## config.mk

```make
export PLATFORM = sky130hd
export DESIGN_NAME = mem_port_arbiter
export DESIGN_NICKNAME = d
export VERILOG_FILES = /design/src/rtl/mem_port_arbiter_pkg.sv /design/src/rtl/mem_port_arbiter.sv
export SDC_FILE = /design/constraint.sdc
export NUM_CORES = 1
export LEC_CHECK = 0
export CAP_MARGIN = 20
export CORE_AREA = 2 2 120 122
export DETAILED_ROUTE_END_ITERATION = 16
export DIE_AREA = 0 0 122 124
export PLACE_DENSITY = 0.77
export SLEW_MARGIN = 20
export SYNTH_ARGS = -nofsm -noshare
export SYNTH_HDL_FRONTEND = slang
export SYNTH_SLANG_ARGS = --single-unit
```

## constraint.sdc

```tcl
create_clock -name clk -period 2.2 [get_ports clk]
set_input_delay 0.66 -clock clk [delete_from_list [all_inputs] [get_ports clk]]
set_output_delay 0.66 -clock clk [all_outputs]
set_load 0.01 [all_outputs]
```

## src/rtl/mem_port_arbiter_pkg.sv

```systemverilog
// Shared types for the instruction/data memory port arbiter.
package arbiter_types;

  typedef logic [31:0] rv32i_word;

  typedef enum logic [1:0] {
    IDLE    = 2'd0,
    SERVE_I = 2'd1,
    SERVE_D = 2'd2
  } arb_state_t;

  typedef enum logic {
    INST = 1'b0,
    DATA = 1'b1
  } arb_side_t;

  // On a tie the side that did not win last time gets the port.
  function automatic arb_side_t pick_side(input logic pend_i, input logic pend_d,
                                          input arb_side_t last_grant);
    arb_side_t side;
    if (pend_i && pend_d) begin
      side = (last_grant == INST) ? DATA : INST;
    end else if (pend_d) begin
      side = DATA;
    end else begin
      side = INST;
    end
    return side;
  endfunction

endpackage

```

## src/rtl/mem_port_arbiter.sv

```systemverilog
// Merges split instruction/data memory ports onto one shared port, one transaction at a time.
// The granted request is latched so the shared port never sees requester input changes.
module mem_port_arbiter
  import arbiter_types::*;
#(
  parameter int ADDR_WIDTH = 32,
  parameter int DATA_WIDTH = 32
) (
  input  logic                    clk,
  input  logic                    rst,
  input  logic [ADDR_WIDTH-1:0]   inst_mem_address,
  input  logic                    inst_mem_read,
  input  logic                    inst_mem_write,
  input  logic [DATA_WIDTH/8-1:0] inst_mem_byte_enable,
  input  logic [DATA_WIDTH-1:0]   inst_mem_wdata,
  output logic [DATA_WIDTH-1:0]   inst_mem_rdata,
  output logic                    inst_mem_resp,
  input  logic [ADDR_WIDTH-1:0]   data_mem_address,
  input  logic                    data_mem_read,
  input  logic                    data_mem_write,
  input  logic [DATA_WIDTH/8-1:0] data_mem_byte_enable,
  input  logic [DATA_WIDTH-1:0]   data_mem_wdata,
  output logic [DATA_WIDTH-1:0]   data_mem_rdata,
  output logic                    data_mem_resp,
  output logic [ADDR_WIDTH-1:0]   mem_address,
  output logic                    mem_read,
  output logic                    mem_write,
  output logic [DATA_WIDTH/8-1:0] mem_byte_enable,
  output logic [DATA_WIDTH-1:0]   mem_wdata,
  input  logic [DATA_WIDTH-1:0]   mem_rdata,
  input  logic                    mem_resp
);

  localparam int BE_WIDTH = DATA_WIDTH / 8;

  arb_state_t              state_r, state_s;
  arb_side_t               last_grant_r, last_grant_s;
  arb_side_t               sel_s;
  logic                    latch_s;
  logic                    serving_s;
  logic                    pend_i_s, pend_d_s;
  logic [ADDR_WIDTH-1:0]   addr_r;
  logic                    read_r, write_r;
  logic [BE_WIDTH-1:0]     be_r;
  logic [DATA_WIDTH-1:0]   wdata_r;

  // Next-state, grant selection and all port outputs.
  always_comb begin
    pend_i_s     = inst_mem_read | inst_mem_write;
    pend_d_s     = data_mem_read | data_mem_write;
    sel_s        = pick_side(pend_i_s, pend_d_s, last_grant_r);
    state_s      = state_r;
    last_grant_s = last_grant_r;
    latch_s      = 1'b0;
    case (state_r)
      IDLE: begin
        if (pend_i_s || pend_d_s) begin
          latch_s = 1'b1;
          state_s = (sel_s == DATA) ? SERVE_D : SERVE_I;
        end else begin
          state_s = IDLE;
        end
      end
      SERVE_I: begin
        if (mem_resp) begin
          state_s      = IDLE;
          last_grant_s = INST;
        end else begin
          state_s = SERVE_I;
        end
      end
      SERVE_D: begin
        if (mem_resp) begin
          state_s      = IDLE;
          last_grant_s = DATA;
        end else begin
          state_s = SERVE_D;
        end
      end
      default: begin
        state_s = IDLE;
      end
    endcase

    // Shared port is a pure decode of registered state; rst forces everything quiet.
    serving_s       = !rst && ((state_r == SERVE_I) || (state_r == SERVE_D));
    mem_address     = serving_s ? addr_r : {ADDR_WIDTH{1'b0}};
    mem_read        = serving_s & read_r;
    mem_write       = serving_s & write_r;
    mem_byte_enable = serving_s ? be_r : {BE_WIDTH{1'b0}};
    mem_wdata       = serving_s ? wdata_r : {DATA_WIDTH{1'b0}};
    inst_mem_resp   = !rst && (state_r == SERVE_I) && mem_resp;
    data_mem_resp   = !rst && (state_r == SERVE_D) && mem_resp;
    inst_mem_rdata  = inst_mem_resp ? mem_rdata : {DATA_WIDTH{1'b0}};
    data_mem_rdata  = data_mem_resp ? mem_rdata : {DATA_WIDTH{1'b0}};
  end

  // State, last winner and the request fields captured in the grant cycle.
  always_ff @(posedge clk) begin
    if (rst) begin
      state_r      <= IDLE;
      last_grant_r <= INST;
      addr_r       <= {ADDR_WIDTH{1'b0}};
      read_r       <= 1'b0;
      write_r      <= 1'b0;
      be_r         <= {BE_WIDTH{1'b0}};
      wdata_r      <= {DATA_WIDTH{1'b0}};
    end else begin
      state_r      <= state_s;
      last_grant_r <= last_grant_s;
      if (latch_s) begin
        // Read and write together is treated as a write.
        if (sel_s == DATA) begin
          addr_r  <= data_mem_address;
          read_r  <= data_mem_read & ~data_mem_write;
          write_r <= data_mem_write;
          be_r    <= data_mem_byte_enable;
          wdata_r <= data_mem_wdata;
        end else begin
          addr_r  <= inst_mem_address;
          read_r  <= inst_mem_read & ~inst_mem_write;
          write_r <= inst_mem_write;
          be_r    <= inst_mem_byte_enable;
          wdata_r <= inst_mem_wdata;
        end
      end
    end
  end

endmodule

```

==> results of run 1 <==
cell type report:
type,instances,area [µm²],area share
clock inverters,2,12.51,0.001307
repair buffers,408,4263,0.4452
clock buffers,14,264.0,0.02757
flip-flops and latches,73,1464,0.1529
well taps,180,225.2,0.02352
diodes,7,17.52,0.001829
inverters,5,21.27,0.002221
multi-input cells,434,3308,0.3455
worst paths after layout:
| path | start | to | slack (ns) |
|---|---|---|---|
| setup reg to reg | state_r[1] | wdata_r[27] | 0.56 |
| hold / removal | be_r[0] | be_r[0] | 0.50 |
| setup / recovery | state_r[1] | mem_byte_enable[3] | -0.45 |
| hold reg to reg | be_r[0] | be_r[0] | 0.50 |
placed cells by master, fill, tap and decap left out, types with 2 or more instances in the layout:
cell and count:
buf_8 6, nor3b_4 2, and2_4 105, buf_16 3
buf_12 12, and2_1 29, clkdlybuf4s50_1 172, clkbuf_1 3
inv_2 2, buf_4 38, nand2b_1 2, clkbuf_8 2
nor2_1 69, a311oi_1 8, ha_4 3, clkbuf_16 9
a311oi_2 60, buf_6 152, diode_2 7, buf_2 24
dfxtp_1 71, dfxtp_2 2, inv_1 2, nand3_1 68
o21ai_0 68
kinds of logic (layout without fill, tap and decap cells):
logic type	count (synthesis)	after routing	synth area share
buf+inv	70	429	0.07049
simple gates	283	283	0.3180
flops	73	73	0.3072
compound gates	147	147	0.2938
other cells	0	7	0
fa+ha+maj	4	4	0.01052
flip-flops by register name, summed over array words and instances, names as in the netlist:
name	flops
addr_r	32
wdata_r	32
be_r	4
state_r	2
last_grant_r	1
read_r	1
write_r	1
Yosys cell counts:
cell | instances | area (µm²)
a211oi_1 | 1 | 7.510
a311oi_1 | 8 | 70.07
nand2_1 | 1 | 3.750
nor3_1 | 1 | 5.000
a21oi_1 | 1 | 5.000
nor4bb_1 | 1 | 10.01
or2_2 | 1 | 6.260
nand4_1 | 1 | 6.260
and2_1 | 134 | 838.3
o21ai_1 | 1 | 5.000
a311oi_2 | 60 | 900.9
nor2b_1 | 2 | 12.51
o21ai_0 | 68 | 340.3
inv_1 | 5 | 18.77
clkbuf_2 | 1 | 5.000
nand3_1 | 68 | 340.3
o21ai_2 | 1 | 8.760
nand2b_1 | 2 | 12.51
nor2_1 | 70 | 262.8
dfxtp_1 | 73 | 1461
ha_1 | 4 | 50.05
o21ba_2 | 1 | 10.01
a21boi_0 | 1 | 7.510
buf_6 | 6 | 67.56
o41a_1 | 1 | 11.26
o2111ai_1 | 1 | 8.760
a32oi_1 | 1 | 8.760
a31oi_1 | 1 | 6.260
nor3b_1 | 2 | 15.01
buf_1 | 1 | 3.750
buf_4 | 3 | 22.52
buf_2 | 12 | 60.06
o21a_1 | 1 | 7.510
clkbuf_1 | 42 | 157.7
worst max-delay path, cell delays in order (launching register included):
cell	delay, ns
dfxtp_2	0.36
inv_4	0.05
ha_4	0.25
nor2b_4	0.21
buf_6	0.16
buf_16	0.10
buf_6	0.09
buf_6	0.10
buf_6	0.09
and2_4	0.13
buf_6	0.10
routing by layer:
metal / share of wire / routed length, µm
met1: 0.37 / 8430
met2: 0.52 / 12060
met3: 0.069 / 1594
met4: 0.041 / 935
met5: 0 / 0
what timing repair did:
action	4_1_cts	5_1_grt
setup buffers	42	26
endpoints found under the setup margin	136	136
cloned	11	2
gates resized for setup	626	231
pin swaps	28	43
per-stage QoR:
| stage | worst slack [ns] | setup TNS, ns | hold slack, ns | cells |
|---|---|---|---|---|
| floorplan | 0.04911 | 0 | 0.4660 | 577 |
| global placement | -0.7944 | -81.32 | 0.4855 | 1036 |
| detailed placement | -0.8063 | -83.46 | 0.4882 | 1036 |
| CTS | -0.5987 | -39.52 | 0.4964 | 1105 |
| global route | -0.5134 | -46.91 | 0.5070 | 1123 |
| finish | -0.4462 | -39.72 | 0.4958 | 1123 |
where the power goes:
| part | switching, µW | internal (µW) | leakage [µW] | total [µW] |
|---|---|---|---|---|
| sequential | 101 | 1530 | 0.000608 | 1630 |
| combinational | 896 | 1100 | 0.00333 | 2000 |
| clock | 581 | 826 | 0.000133 | 1410 |
| total | 1580 | 3460 | 0.00407 | 5030 |
==> reports/metrics.yaml, run 1 <==
critPathCaptureType: "primary output"
rsz0062_at_grt: "true"
cp_max_fo: 5
worst-endpoint-arrival_ns: 1.99
ios: 311
cts_made_buffers: 9
core_mm2: 0.01372
yosys_warnings: 0
die_x_um: 122
io_buffer_count: 310
final_area_mm2: 0.009575
die_h_um: 124
wirelength_mm: 23.02
reg2reg_depth: 6
tightestPinTransition_ns: 0.6343
hold_viol_final: 0
crit_type: "flip-flop to primary output"
num_vias: 5895
clk-insertion-delay-late_ns: 0.34
routedWlPerCell_um: 20.50
n_fill_cell: 1070
slew_viol_final: 0
grt_max_degree: 68
dp_hpwl_mm: 13.47
max-clock-path-buffers: 2
synthesis.area_per_instance_um2: 8.244
max-vdd-ir-drop_v: 0.0003647
required_ns: 1.54
vias_per_cell: 5.249
dr.pass1.iters: 4
max_cap_violations: 0
num_rows: 43
slew_headroom: 0.5771
seq_area_frac_synth: 0.3072
syn_to_final_growth_pct: 101.3
finish.utilization: 0.6979
drt-initial-drc-count: 456
first_global_vias: 5741
fp.dieArea_mm2: 0.01513
ys_types: 34
layout_setup_ws_ns: -0.4462
grt_usage: 0.2671
hold_path_depth: 2
grt_pass1_wl_mm: 31.14
cts_sinks: 73
grt_antenna_before_repair: 5
met1_usage: 0.2963
syn_nets: 756
leakage_uw: 0.004067
clk_pin_slew_ns: 0.06
placed_cell_area_mm2: 0.008219
timing.fmax_mhz: 377.9
setup_viol: 136
violations: "negative setup slack"
p_total_uw: 5034
use_met3: 0.06273
synthesis.area_mm2: 0.004757
period_share: 1.203
finClkSkew_ns: 0.005408
cts-root-buf: "clkbuf_16"
gp_routability_congestion: 0.8860
ant_nets: 0
grt_overflow: 0
cts_tree: "done"
drc_errors: 0
num-nets-final: 1110
ys_ff_latch: 73
hold_path_class: "flip-flop to flip-flop"
h-tree-depth: 3
outcome: "complete, but fails checks"
synthCells: 577
drive_gt1_frac: 0.4605
met2_usage: 0.4951
ctsHoldBuffers: 0
finalCriticalPeriod_ns: 2.646
initial_core_util: 0.3467
cp-start-kind: "flip-flop"
power.density_mw_per_mm2: 525.7
top_usage_layer: "met2"
Power figures use the tool's default switching activity.
==> run 2, diff against run 1 <==
--- a/config.mk
+++ b/config.mk
@@ -9,6 +9,7 @@
 export CORE_AREA = 2 2 120 122
 export DETAILED_ROUTE_END_ITERATION = 16
 export DIE_AREA = 0 0 122 124
+export GPL_TIMING_DRIVEN = 0
 export PLACE_DENSITY = 0.77
 export SLEW_MARGIN = 20
 export SYNTH_ARGS = -nofsm -noshare
==> run 2 against run 1 <==
Net effect: the run still ends with negative setup slack left; critical path depth shrank 3; setup slack gained 0.20 ns; combinational power shrank 6%; cell area shrank 4.2%; power grew 1.5%; sequential share of layout area grew 0.73 points; first-iteration DRC count shrank 5.9%; final cell count shrank 1.1%; sequential power is essentially flat; clock power grew 13%; global-route usage is essentially flat.
==> reports/metrics.yaml, run 2 (synthesis gave the netlist of run 1 again) <==
setup_viol: 136
final_common_cell: "clkdlybuf4s50_1"
p_clk_frac: 0.312
die_x_um: 122
required_ns: 1.54
n_fill_cell: 1105
core_mm2: 0.01372
cts_tree: "done"
num-nets-final: 1103
grt_overflow: 0
p_seq_frac: 0.320
cts_sinks: 73
timing.fmax_mhz: 408.8
critPathCaptureType: "primary output"
num_vias: 5763
layout_setup_ws_ns: -0.2465
drt-initial-drc-count: 429
grt_antenna_before_repair: 3
h-tree-depth: 3
rsz0062_at_grt: "true"
clk_pin_slew_ns: 0.06
grt_max_degree: 20
slew_viol_final: 0
wirelength_mm: 21.45
cp_max_fo: 8
gp_routability_congestion: 0.8661
combPwrFrac: 0.367
tightestPinTransition_ns: 0.7709
power.density_mw_per_mm2: 557.1
finalCriticalPeriod_ns: 2.446
final_area_mm2: 0.009170
outcome: "complete, but fails checks"
syn_to_final_growth_pct: 92.77
pre_cts_ws_ns: -1.511
intPower_uw: 3569
clk-insertion-delay-late_ns: 0.33
grt_usage: 0.2671
layout_common_cells: "clkdlybuf4s50_1, buf_6, and2_4, dfxtp_1, nor2_1"
period_share: 1.112
ios: 311
power.switching_uw: 1540
io_buffer_count: 310
finish.utilization: 0.6684
max-vdd-ir-drop_v: 0.0003402
ant_nets: 0
placed_cell_area_mm2: 0.008088
max_cap_violations: 0
hold_viol_final: 0
routedWlPerCell_um: 19.31
cts-root-buf: "clkbuf_16"
finClkSkew_ns: 0.004044
cp-start-kind: "flip-flop"
worst-endpoint-arrival_ns: 1.79
hold_path_class: "flip-flop to flip-flop"
fin_hold_ws_ns: 0.4997
first_global_vias: 5757
max-clock-path-buffers: 2
dr.pass1.iters: 7
switching_share: 0.3015
vias_per_cell: 5.187
violations: "negative setup slack"
crit_type: "flip-flop to primary output"
ctsHoldBuffers: 0
die_h_um: 124
cts_made_buffers: 9
num_rows: 43
grt_pass1_wl_mm: 30.86
p_total_uw: 5109
drc_errors: 0
dp_hpwl_mm: 15.74
fp.dieArea_mm2: 0.01513
drive_gt1_frac: 0.4127
initial_core_util: 0.3467
leakage_uw: 0.003849
slew_headroom: 0.4861
top_regs: "addr_r x32, wdata_r x32, be_r x4"
[run 2: final cells by class]
class | count | area, µm² | share of cell area
antenna | 3 | 7.507 | 0.0008187
clock buffer | 10 | 239.0 | 0.02606
inverter | 5 | 26.28 | 0.002865
multi-input combinational | 434 | 3248 | 0.3542
timing repair buffer | 340 | 3388 | 0.3695
tap | 180 | 225.2 | 0.02456
sequential | 73 | 1469 | 0.1602
buffer | 61 | 488.0 | 0.05321
clock inverter | 5 | 78.83 | 0.008596
[run 2: timing repair]
item | CTS | global route
buffers inserted | 11 | 9
setup endpoints to repair | 194 | 191
resized for setup | 679 | 156
endpoints found under the hold margin | 0 | 0
cloned | 7 | 3
pin swaps | 60 | 16
[run 2: power groups by stage]
stage / clock, µW / sequential [µW] / combinational, µW
floorplan: 0 / 1610 / 897
global placement: 0 / 1640 / 1580
detailed placement: 0 / 1640 / 1610
CTS: 1620 / 1630 / 1770
global route: 1650 / 1660 / 2010
finish: 1600 / 1640 / 1880
[run 2: metrics by stage]
step / instances / TNS [ns]
after global routing: 1110 / -32.44
after floorplan: 577 / 0
after global placement: 1067 / -213.20
after CTS: 1099 / -28.72
final: 1111 / -25.60
after detailed placement: 1067 / -212.30
[run 2: path summary, 6_finish.rpt]
path | start | endpoint | slack (ns) | cells after the start
worst min-delay path | wdata_r[28] | wdata_r[28] | 0.50 | 2
worst max register to register | state_r[0] | addr_r[7] | 0.48 | 7
worst max-delay path | state_r[0] | mem_wdata[14] | -0.25 | 7
worst min register to register | wdata_r[28] | wdata_r[28] | 0.50 | 2
[run 2: per-layer routing]
metal | GRT usage | wire [µm] | part of all wire
met1 | 0.2995 | 8163 | 0.38
met2 | 0.4777 | 11000 | 0.51
met3 | 0.06822 | 1646 | 0.077
met4 | 0.1178 | 642 | 0.030
met5 | 0 | 0 | 0
[run 2: critical path, cell delays in order, from the launching register on]
cell and delay [ns]:
dfxtp_4 0.37, inv_4 0.05, ha_4 0.26, nor2b_4 0.20, buf_12 0.18, clkbuf_16 0.15, and2_4 0.14, buf_6 0.10
==> run 3, diff against run 2 <==
--- a/config.mk
+++ b/config.mk
@@ -15,3 +15,4 @@
 export SYNTH_ARGS = -nofsm -noshare
 export SYNTH_HDL_FRONTEND = slang
 export SYNTH_SLANG_ARGS = --single-unit
+export TNS_END_PERCENT = 30
==> run 3 against run 2 <==
Net effect: the run still ends with negative setup slack left; sequential power barely moved; clock power down 9%; global-route usage decreased by 1.6 points; flip-flop and latch count unchanged; largest power group unchanged.
==> reports/metrics.yaml, run 3 (synthesis gave the netlist of run 1 again) <==
outcome: "complete, but fails checks"
violations: "negative setup slack"
pre_cts_ws_ns: -1.505
finalCriticalPeriod_ns: 2.467
finish.utilization: 0.6307
hold_path_class: "flip-flop to flip-flop"
layout_setup_ws_ns: -0.2671
wirelength_mm: 19.82
drive_gt1_frac: 0.3460
routedWlPerCell_um: 18.03
ant_nets: 0
timing.fmax_mhz: 405.3
rr_startpoint: "state_r[1]"
hold_viol_final: 0
vias_per_cell: 5.096
cts_made_buffers: 9
die_x_um: 122
core_mm2: 0.01372
fp.dieArea_mm2: 0.01513
first_global_vias: 5409
clk-insertion-delay-late_ns: 0.34
gp_routability_congestion: 0.8467
setup_viol: 134
period_share: 1.121
io_buffer_count: 310
slew_viol_final: 0
num_antenna_cells: 0
grt_overflow: 0
die_h_um: 124
cts_tree: "done"
dr.pass1.iters: 5
drc_errors: 0
syn_to_final_growth_pct: 81.90
cts-root-buf: "clkbuf_16"
num-nets-final: 1093
initial_core_util: 0.3467
register_area_mm2: 0.001464
tightestPinTransition_ns: 0.7549
fin_hold_ws_ns: 0.4930
max-clock-path-buffers: 2
top_regs: "addr_r x32, wdata_r x32, be_r x4"
power.density_mw_per_mm2: 559.9
num_rows: 43
drt-initial-drc-count: 372
grt_usage: 0.2510
min_from: "wdata_r[25]"
final_common_cell: "clkdlybuf4s50_1"
grt_antenna_before_repair: 1
grt_max_degree: 12
grt_pass1_wl_mm: 29.28
num_vias: 5601
h-tree-depth: 3
setup.worst_path.start: "state_r[1]"
required_ns: 1.54
ctsHoldBuffers: 0
max_cap_violations: 0
cp-start-kind: "flip-flop"
finClkSkew_ns: 0.008482
p_total_uw: 4845
cp_max_fo: 8
ios: 311
leakage_uw: 0.003579
slew_headroom: 0.4967
dp_hpwl_mm: 14.71
critPathCaptureType: "primary output"
max-vdd-ir-drop_v: 0.0003702
layout_common_cells: "clkdlybuf4s50_1, and2_1, dfxtp_1, nor2_1"
dp_cells: 1067
n_fill_cell: 1243
rsz0062_at_grt: "true"
multiInputGateArea_mm2: 0.003120
crit_type: "flip-flop to primary output"
final_cells: 1099
clk_pin_slew_ns: 0.06
worst-endpoint-arrival_ns: 1.81
cts_sinks: 73
## run 3: cell count changes in the layout (fill, tap and decap cells not counted), moves of 6 or more
| cell | before | now |
|---|---|---|
| buf_6 | 100 | 51 |
| buf_2 | 43 | 50 |
| buf_8 | 11 | 4 |
| clkdlybuf4s15_2 | 13 | 30 |
| clkbuf_2 | 11 | 26 |
| and2_4 | 83 | 38 |
| buf_4 | 19 | 13 |
| clkbuf_1 | 19 | 30 |
| clkbuf_8 | 4 | 11 |
| and2_1 | 51 | 96 |
## run 3: layout make-up
type | instances | share of cell area
flip-flops and latches | 73 | 0.1692
plain buffers | 65 | 0.05827
multi-input cells | 434 | 0.3606
inverters | 5 | 0.002458
well taps | 180 | 0.02603
clock inverters | 1 | 0.0008676
repair buffers | 326 | 0.3493
clock buffers | 15 | 0.03326
## run 3: per-layer routing
metal | global-route usage | vias to the layer above | wire [µm] | part of all wire
met5 | 0 | - | 0 | 0
met4 | 0.09555 | 0 | 575 | 0.029
met2 | 0.4054 | 235 | 9314 | 0.47
met1 | 0.3199 | 2600 | 8256 | 0.42
met3 | 0.06777 | 41 | 1674 | 0.084
li1 | - | 2725 | - | -
## run 3: worst paths after layout
| kind | to | slack [ns] | depth (start not counted) |
|---|---|---|---|
| setup / recovery | mem_byte_enable[2] | -0.27 | 7 |
| hold / removal | wdata_r[25] | 0.49 | 2 |
| setup reg to reg | addr_r[16] | 0.51 | 7 |
| hold reg to reg | wdata_r[25] | 0.49 | 2 |
## run 3: per-stage QoR
stage	area [µm²]	setup TNS, ns
after global placement	8087	-208.10
after CTS	8578	-32.41
final	8653	-26.68
after floorplan	4758	-0.2035
after detailed placement	8087	-212.55
after global routing	8653	-37.93
## run 3: repair_timing
item                       CTS  global route
buffers inserted             6             2
setup endpoints to repair  203           177
cloned                       5             3
gates resized for setup    547           117
pin swaps                   24            17
## run 3: worst max-delay path: stages (launching register included)
cell     delay, ns
dfxtp_2       0.35
inv_2         0.06
ha_4          0.27
nor2b_4       0.22
buf_12        0.18
buf_6         0.14
and2_1        0.12
buf_2         0.13
## run 3: power by group
group / switching (µW) / total, µW / internal, µW
combinational: 818 / 1760 / 939
clock: 573 / 1460 / 889
sequential: 99.7 / 1630 / 1530
total: 1490 / 4840 / 3350
